<file path="config.mk">
export PLATFORM = sky130hd
export DESIGN_NAME = stage_controller_flat
export DESIGN_NICKNAME = d
export VERILOG_FILES = /design/src/rtl/cpu_ctrl_pkg.sv /design/src/rtl/stage_controller_if.sv /design/src/rtl/stage_controller_mem_wait_timer.sv /design/src/rtl/stage_controller.sv /design/src/flat_wrapper.sv
export SDC_FILE = /design/constraint.sdc
export NUM_CORES = 1
export LEC_CHECK = 0
export ABC_AREA = 1
export CAP_MARGIN = 30
export CORE_ASPECT_RATIO = 0.9
export CORE_MARGIN = 10
export CORE_UTILIZATION = 45
export CTS_CLUSTER_DIAMETER = 150
export DETAILED_ROUTE_END_ITERATION = 7
export GPL_ROUTABILITY_DRIVEN = 1
export PLACE_DENSITY = 0.91
export SKIP_CTS_REPAIR_TIMING = 1
export SYNTH_ARGS = -nofsm -noshare
export SYNTH_HDL_FRONTEND = slang
export SYNTH_SLANG_ARGS = --single-unit
</file>
<file path="constraint.sdc">
create_clock -name clk -period 1.6 [get_ports clk]
set_clock_uncertainty 0.05 [all_clocks]
set_input_delay 0.16 -clock clk [delete_from_list [all_inputs] [get_ports clk]]
set_output_delay 0.16 -clock clk [all_outputs]
set_load 0.05 [all_outputs]
</file>
<file path="src/rtl/cpu_ctrl_pkg.sv">
// Shared encodings for the multi-cycle CPU stage sequencer: states, instruction
// classes, the test-opcode pattern and the registered stage-strobe bundle.
package cpu_ctrl_pkg;

  localparam int unsigned STATE_W = 3;
  localparam int unsigned CLASS_W = 3;
  localparam int unsigned OPC_W   = 4;

  typedef enum logic [STATE_W-1:0] {
    IDLE      = 3'd0,
    FETCH     = 3'd1,
    DECODE    = 3'd2,
    EXECUTE   = 3'd3,
    MEMORY    = 3'd4,
    WRITEBACK = 3'd5
  } state_e;

  localparam logic [CLASS_W-1:0] CLASS_DP_REG = 3'b000;
  localparam logic [CLASS_W-1:0] CLASS_DP_IMM = 3'b001;
  localparam logic [CLASS_W-1:0] CLASS_LDST   = 3'b010;
  localparam logic [CLASS_W-1:0] CLASS_BRANCH = 3'b101;

  // TST/TEQ/CMP/CMN are opcodes 10xx: care bits and their required value
  localparam logic [OPC_W-1:0] OPC_TEST_MASK  = 4'b1100;
  localparam logic [OPC_W-1:0] OPC_TEST_MATCH = 4'b1000;

  typedef struct packed {
    logic fetch_en;
    logic ir_load;
    logic rf_read_en;
    logic alu_en;
    logic mem_req;
    logic rf_we;
    logic flags_we;
    logic link_we;
  } strobe_t;

  function automatic logic is_dp(input logic [CLASS_W-1:0] cls);
    return (cls == CLASS_DP_REG) || (cls == CLASS_DP_IMM);
  endfunction

  function automatic logic is_test_opc(input logic [OPC_W-1:0] opc);
    return (opc & OPC_TEST_MASK) == OPC_TEST_MATCH;
  endfunction

endpackage

</file>
<file path="src/rtl/stage_controller_if.sv">
// Datapath-facing bundle of the stage sequencer: instruction fields, memory
// handshake, stage strobes and status.
interface stage_controller_if
  import cpu_ctrl_pkg::*;
#(
  parameter int unsigned COUNT_W = 16
);

  logic               run_i;
  logic [CLASS_W-1:0] inst_class_i;
  logic [OPC_W-1:0]   opcode_i;
  logic               s_bit_i;
  logic               link_i;
  logic               cond_pass_i;
  logic               mem_ready_i;

  logic               fetch_en_o;
  logic               ir_load_o;
  logic               rf_read_en_o;
  logic               alu_en_o;
  logic               mem_req_o;
  logic               mem_we_o;
  logic               rf_we_o;
  logic               flags_we_o;
  logic               link_we_o;
  logic               pc_we_o;
  logic               branch_taken_o;
  logic               busy_o;
  logic [STATE_W-1:0] state_o;
  logic [COUNT_W-1:0] instr_count_o;
  logic               err_o;

  modport master (
    input  run_i, inst_class_i, opcode_i, s_bit_i, link_i, cond_pass_i, mem_ready_i,
    output fetch_en_o, ir_load_o, rf_read_en_o, alu_en_o, mem_req_o, mem_we_o,
           rf_we_o, flags_we_o, link_we_o, pc_we_o, branch_taken_o, busy_o,
           state_o, instr_count_o, err_o
  );

  modport slave (
    output run_i, inst_class_i, opcode_i, s_bit_i, link_i, cond_pass_i, mem_ready_i,
    input  fetch_en_o, ir_load_o, rf_read_en_o, alu_en_o, mem_req_o, mem_we_o,
           rf_we_o, flags_we_o, link_we_o, pc_we_o, branch_taken_o, busy_o,
           state_o, instr_count_o, err_o
  );

endinterface

</file>
<file path="src/rtl/stage_controller_mem_wait_timer.sv">
// MEMORY-stage wait timer: cleared outside MEMORY, counts while in it, and
// flags expiry in the LIMIT-th wait cycle. Built only with STAGE_CTRL_MEM_TIMEOUT_EN.
`ifdef STAGE_CTRL_MEM_TIMEOUT_EN
module mem_wait_timer #(
  parameter int unsigned LIMIT = 15
) (
  input  logic clk,
  input  logic nreset,
  input  logic load,
  input  logic en,
  output logic expire_c
);

  localparam int unsigned CNT_W = (LIMIT > 1) ? $clog2(LIMIT) : 1;

  logic [CNT_W-1:0] cnt_q;

  assign expire_c = en && (cnt_q == CNT_W'(LIMIT - 1));

  always_ff @(posedge clk or negedge nreset) begin
    if (!nreset) begin
      cnt_q <= '0;
    end else if (load) begin
      cnt_q <= '0;
    end else if (en && !expire_c) begin
      cnt_q <= cnt_q + CNT_W'(1);
    end
  end

endmodule
`endif

</file>
<file path="src/rtl/stage_controller.sv">
// Multi-cycle FETCH/DECODE/EXECUTE/MEMORY/WRITEBACK sequencer with data-memory
// handshake and retire counter. Optional MEMORY timeout: STAGE_CTRL_MEM_TIMEOUT_EN.
module stage_controller
  import cpu_ctrl_pkg::*;
#(
  parameter int unsigned COUNT_W = 16
`ifdef STAGE_CTRL_MEM_TIMEOUT_EN
  , parameter int unsigned MEM_TIMEOUT = 15
`endif
) (
  input  logic               clk,
  input  logic               nreset,
  stage_controller_if.master bus
);

  state_e             state_q, state_d;
  strobe_t            strb_q, strb_d;
  logic               busy_q;
  logic [COUNT_W-1:0] count_q;
  logic               err_q;
  logic               retire_c;
  logic               timeout_c;
  logic               mem_expire_c;
  logic               pc_we_c;
  logic               branch_taken_c;
  logic               mem_we_c;

`ifdef STAGE_CTRL_MEM_TIMEOUT_EN
  mem_wait_timer #(
    .LIMIT (MEM_TIMEOUT)
  ) u_mem_wait_timer (
    .clk      (clk),
    .nreset   (nreset),
    .load     (state_q != MEMORY),
    .en       (state_q == MEMORY),
    .expire_c (mem_expire_c)
  );
`else
  assign mem_expire_c = 1'b0;
`endif

  // Next state, retire/PC controls, and strobes decoded from the state being entered
  always_comb begin
    state_d        = state_q;
    retire_c       = 1'b0;
    timeout_c      = 1'b0;
    pc_we_c        = 1'b0;
    branch_taken_c = 1'b0;
    mem_we_c       = 1'b0;
    strb_d         = '0;

    case (state_q)
      IDLE:    if (bus.run_i && !err_q) state_d = FETCH;
      FETCH:   state_d = DECODE;
      DECODE:  state_d = EXECUTE;
      EXECUTE: begin
        if (!bus.cond_pass_i)                        retire_c = 1'b1;
        else if (bus.inst_class_i == CLASS_LDST)     state_d  = MEMORY;
        else if (is_dp(bus.inst_class_i) ||
                 bus.inst_class_i == CLASS_BRANCH)   state_d  = WRITEBACK;
        else                                         retire_c = 1'b1;
      end
      MEMORY: begin
        mem_we_c = !bus.s_bit_i;
        if (bus.mem_ready_i) begin
          if (bus.s_bit_i) state_d  = WRITEBACK;
          else             retire_c = 1'b1;
        end else if (mem_expire_c) begin
          state_d   = IDLE;
          timeout_c = 1'b1;
        end
      end
      WRITEBACK: begin
        branch_taken_c = (bus.inst_class_i == CLASS_BRANCH);
        retire_c       = 1'b1;
      end
      default: state_d = IDLE;
    endcase

    if (retire_c) begin
      pc_we_c = 1'b1;
      state_d = bus.run_i ? FETCH : IDLE;
    end

    case (state_d)
      FETCH: begin
        strb_d.fetch_en = 1'b1;
        strb_d.ir_load  = 1'b1;
      end
      DECODE:  strb_d.rf_read_en = 1'b1;
      EXECUTE: strb_d.alu_en     = 1'b1;
      MEMORY:  strb_d.mem_req    = 1'b1;
      WRITEBACK: begin
        strb_d.rf_we    = (is_dp(bus.inst_class_i) && !is_test_opc(bus.opcode_i)) ||
                          (bus.inst_class_i == CLASS_LDST);
        strb_d.flags_we = is_dp(bus.inst_class_i) && bus.s_bit_i;
        strb_d.link_we  = (bus.inst_class_i == CLASS_BRANCH) && bus.link_i;
      end
      default: strb_d = '0;
    endcase
  end

  always_ff @(posedge clk or negedge nreset) begin
    if (!nreset) begin
      state_q <= IDLE;
      strb_q  <= '0;
      busy_q  <= 1'b0;
      count_q <= '0;
      err_q   <= 1'b0;
    end else begin
      state_q <= state_d;
      strb_q  <= strb_d;
      busy_q  <= (state_d != IDLE);
      if (retire_c) count_q <= count_q + COUNT_W'(1);
      err_q   <= err_q | timeout_c;
    end
  end

  assign bus.fetch_en_o     = strb_q.fetch_en;
  assign bus.ir_load_o      = strb_q.ir_load;
  assign bus.rf_read_en_o   = strb_q.rf_read_en;
  assign bus.alu_en_o       = strb_q.alu_en;
  assign bus.mem_req_o      = strb_q.mem_req;
  assign bus.rf_we_o        = strb_q.rf_we;
  assign bus.flags_we_o     = strb_q.flags_we;
  assign bus.link_we_o      = strb_q.link_we;
  assign bus.mem_we_o       = mem_we_c;
  assign bus.pc_we_o        = pc_we_c;
  assign bus.branch_taken_o = branch_taken_c;
  assign bus.busy_o         = busy_q;
  assign bus.state_o        = state_q;
  assign bus.instr_count_o  = count_q;
  assign bus.err_o          = err_q;

endmodule

</file>
<file path="src/flat_wrapper.sv">
// flat-port wrapper written by rule: the top's interface ports become plain ports
module stage_controller_flat import cpu_ctrl_pkg::*;
#(
  parameter int unsigned COUNT_W = 16

)
  (clk, nreset, bus_run_i, bus_inst_class_i, bus_opcode_i, bus_s_bit_i, bus_link_i, bus_cond_pass_i, bus_mem_ready_i, bus_fetch_en_o, bus_ir_load_o, bus_rf_read_en_o, bus_alu_en_o, bus_mem_req_o, bus_mem_we_o, bus_rf_we_o, bus_flags_we_o, bus_link_we_o, bus_pc_we_o, bus_branch_taken_o, bus_busy_o, bus_state_o, bus_instr_count_o, bus_err_o);
  stage_controller_if #(.COUNT_W(COUNT_W)) bus_i ();
  input  logic clk;
  input  logic nreset;
  input wire logic [$bits(bus_i.run_i)-1:0] bus_run_i;
  input wire logic [$bits(bus_i.inst_class_i)-1:0] bus_inst_class_i;
  input wire logic [$bits(bus_i.opcode_i)-1:0] bus_opcode_i;
  input wire logic [$bits(bus_i.s_bit_i)-1:0] bus_s_bit_i;
  input wire logic [$bits(bus_i.link_i)-1:0] bus_link_i;
  input wire logic [$bits(bus_i.cond_pass_i)-1:0] bus_cond_pass_i;
  input wire logic [$bits(bus_i.mem_ready_i)-1:0] bus_mem_ready_i;
  output wire logic [$bits(bus_i.fetch_en_o)-1:0] bus_fetch_en_o;
  output wire logic [$bits(bus_i.ir_load_o)-1:0] bus_ir_load_o;
  output wire logic [$bits(bus_i.rf_read_en_o)-1:0] bus_rf_read_en_o;
  output wire logic [$bits(bus_i.alu_en_o)-1:0] bus_alu_en_o;
  output wire logic [$bits(bus_i.mem_req_o)-1:0] bus_mem_req_o;
  output wire logic [$bits(bus_i.mem_we_o)-1:0] bus_mem_we_o;
  output wire logic [$bits(bus_i.rf_we_o)-1:0] bus_rf_we_o;
  output wire logic [$bits(bus_i.flags_we_o)-1:0] bus_flags_we_o;
  output wire logic [$bits(bus_i.link_we_o)-1:0] bus_link_we_o;
  output wire logic [$bits(bus_i.pc_we_o)-1:0] bus_pc_we_o;
  output wire logic [$bits(bus_i.branch_taken_o)-1:0] bus_branch_taken_o;
  output wire logic [$bits(bus_i.busy_o)-1:0] bus_busy_o;
  output wire logic [$bits(bus_i.state_o)-1:0] bus_state_o;
  output wire logic [$bits(bus_i.instr_count_o)-1:0] bus_instr_count_o;
  output wire logic [$bits(bus_i.err_o)-1:0] bus_err_o;
  assign bus_i.run_i = bus_run_i;
  assign bus_i.inst_class_i = bus_inst_class_i;
  assign bus_i.opcode_i = bus_opcode_i;
  assign bus_i.s_bit_i = bus_s_bit_i;
  assign bus_i.link_i = bus_link_i;
  assign bus_i.cond_pass_i = bus_cond_pass_i;
  assign bus_i.mem_ready_i = bus_mem_ready_i;
  assign bus_fetch_en_o = bus_i.fetch_en_o;
  assign bus_ir_load_o = bus_i.ir_load_o;
  assign bus_rf_read_en_o = bus_i.rf_read_en_o;
  assign bus_alu_en_o = bus_i.alu_en_o;
  assign bus_mem_req_o = bus_i.mem_req_o;
  assign bus_mem_we_o = bus_i.mem_we_o;
  assign bus_rf_we_o = bus_i.rf_we_o;
  assign bus_flags_we_o = bus_i.flags_we_o;
  assign bus_link_we_o = bus_i.link_we_o;
  assign bus_pc_we_o = bus_i.pc_we_o;
  assign bus_branch_taken_o = bus_i.branch_taken_o;
  assign bus_busy_o = bus_i.busy_o;
  assign bus_state_o = bus_i.state_o;
  assign bus_instr_count_o = bus_i.instr_count_o;
  assign bus_err_o = bus_i.err_o;
  stage_controller #(.COUNT_W(COUNT_W)) u_core (.clk(clk), .nreset(nreset), .bus(bus_i));
endmodule
</file>
==> results of run 1 <==
-- sequential cells by signal (all words and copies together) (netlist names) --
register                  cells
u_core.bus.instr_count_o     16
u_core.bus.state_o            3
u_core.bus.alu_en_o           1
u_core.bus.busy_o             1
u_core.bus.fetch_en_o         1
u_core.bus.flags_we_o         1
u_core.bus.link_we_o          1
u_core.bus.mem_req_o          1
u_core.bus.rf_read_en_o       1
u_core.bus.rf_we_o            1
-- worst max path at each step --
stage                           from                           end  slack, ns  cells past startpoint
2_1_floorplan  u_core.bus.state_o[2]  u_core.bus.instr_count_o[13]     0.0008                      7
3_3_place_gp     bus_inst_class_i[0]          u_core.bus.mem_req_o      -0.01                      9
3_5_place_dp     bus_inst_class_i[0]            u_core.bus.rf_we_o      -0.05                      9
4_1_cts        u_core.bus.state_o[0]                   bus_pc_we_o      -0.29                      6
5_1_grt        u_core.bus.state_o[1]            u_core.bus.rf_we_o      -0.30                     10
6_report       u_core.bus.state_o[1]          u_core.bus.link_we_o      -0.20                     10
-- report_power, final --
part / switching, mW / internal [mW]
Sequential: 0.231 / 0.882
Clock: 0.213 / 0.0955
Combinational: 1.42 / 0.867
Total: 1.87 / 1.84
-- layout by cell type (no fill, tap or decap), types with 3 or more instances in the layout --
master           instances
buf_12                   6
buf_4                   44
buf_6                    3
clkbuf_4                 3
clkdlybuf4s50_1         11
dfrtp_1                 21
dfrtp_2                  4
inv_1                   19
nand2_1                 32
nand2_2                  5
nand3_1                  7
nand3_2                  3
nand4_1                  8
nor2_1                  18
nor2_2                   3
nor2_4                   5
nor3_1                   7
xor2_1                   9
-- stage by stage --
| step | cell area (sq um) | cells |
|---|---|---|
| after floorplan | 1440 | 164 |
| after global placement | 1940 | 256 |
| after detailed placement | 1940 | 256 |
| after CTS | 1970 | 260 |
| after global routing | 2140 | 271 |
| final | 2140 | 271 |
-- cell families after synthesis --
family / Yosys count / synth area share [%]
simple gates: 94 / 33.0
flops: 27 / 48.7
buf+inv: 24 / 7.57
xor+xnor: 11 / 6.94
compound gates: 6 / 2.61
fa+ha+maj: 1 / 0.902
other cells: 1 / 0.270
-- per-layer routing --
metal / vias up / GRT usage, % / wire length (um)
met5: - / 0 / 0
met4: 0 / 3.58 / 44
met3: 4 / 2.96 / 282
met2: 50 / 20.7 / 2040
met1: 640 / 13.8 / 1620
li1: 654 / - / -
-- critical path: stages (launching register included) --
cell,delay (ns)
dfrtp_4,0.56
buf_4,0.19
nor2_1,0.20
nand2_1,0.09
nor2_1,0.09
nor2_1,0.05
nand3_1,0.09
nand2_1,0.10
nand2_2,0.11
nand3_2,0.11
nor2_1,0.11
-- cell type report --
| type | instances | area, sq um |
|---|---|---|
| clock buffer | 3 | 22.5 |
| clock inverter | 1 | 7.51 |
| fill | 211 | 860 |
| inverter | 21 | 81.3 |
| multi-input combinational | 113 | 689 |
| sequential | 27 | 688 |
| tap | 42 | 52.6 |
| timing repair buffer | 64 | 594 |
==> results.cfg, run 1 <==
[worst_hold_path]
hold_path.class = in -> async

[setup_path]
start_kind = flop
r2r_end = u_core.bus.link_we_o
critPathMaxFanout = 4
worstPathRequired_ns = 1.82
reg2reg_depth = 10
rrSetupSlack_ns = -0.20
worstPathArrival_ns = 2.02
regToRegStartpoint = u_core.bus.state_o[1]
endpoint_kind = flop
path_class = reg -> reg

[yosys]
netlist_area_sq_um = 1390
synth_cells = 164
synth_top_area_share_pct = 48.7
yosysSeqAreaShare_pct = 48.7
ys_warn_count = 0
ys_async_sr_fraction_pct = 100
avgSynthCellArea_sq_um = 8.46
ys_ff_latch = 27
synth_common_cells = 35 x nand2_1, 27 x dfrtp_1, 21 x nor2_1
yosysUniqueCellTypes = 25
synth.most_common_cell = nand2_1
synth_ff_type = dfrtp_1
synth_area_leaders = dfrtp_1 49%, nand2_1 9.5%, nor2_1 5.7%
synth-edff-count = 0
synth_area_leader_cell = dfrtp_1
synth_nets = 179

[run_status]
violations = setup timing
status = finished with violations

[global_route]
grt_pass1_vias = 1226
overflow = 0
grt_max_degree = 28
antenna_found_initial = 0
grt_pass1_wl_um = 5610
grtUsageTotal_pct = 11.8

[power_and_ir_drop]
ir_worst_vdd_mv = 1.11
p_per_area_nw_per_um2 = 1740
power_mw = 3.71
power_leakage_nw = 1.06

[clocking]
cts_made_buffers = 3
cts_htree_levels = 1
clk_pin_slew_ns = 0.16
cts.sinks = 27
cts_tree = yes
clk_latency_ns = 0.33
clock_path_buffers = 2
cts-root-buf = clkbuf_4

[routing]
drt-initial-drc-count = 106
ant_nets = 0
vias = 1348
wire_per_inst_um = 14.7
wirelength_um = 3990
dr.pass1.iters = 4
drc = 0
via_per_inst = 4.97

[floorplanning]
coreArea_sq_um = 3000
initial_utilization_pct = 46.3
die_w_um = 78.5
die_h_um = 72.7
num_io_pins = 46
rows = 19
die_area_sq_um = 5710

[timing]
holdWs_ns = 0.125
finalCriticalPeriod_ns = 1.80
fin_tns_setup_ns = -1.21
hold_viol = 0
finalCritPeriodShare_pct = 113
clock.fmax_ghz = 0.556
final-max-slew-violation-count = 0
setup_slack_ns = -0.200
rsz0062_at_grt = yes
setup_viol = 11

[finish]
area_growth_pct = 53.9
drive_gt1_share_pct = 37.6
antenna_cells = 0
utilization_pct = 71.3
nets = 245

[flow_run]
max_cap_violations = 0

[place]
hpwl_um = 2700
port_buffers = 42
gp_congestion = 0.841
pre_cts_ws_ns = -0.0521
Note: power is estimated with default switching activity, not from simulation.
==> run 2: changes to the inputs <==
Settings changed: HOLD_SLACK_MARGIN from default to 0.02, SKIP_LAST_GASP from default to 1, TNS_END_PERCENT from default to 100.
==> results of run 2 <==
Same layout as run 1: the final DEF is identical, and so are final timing and power.
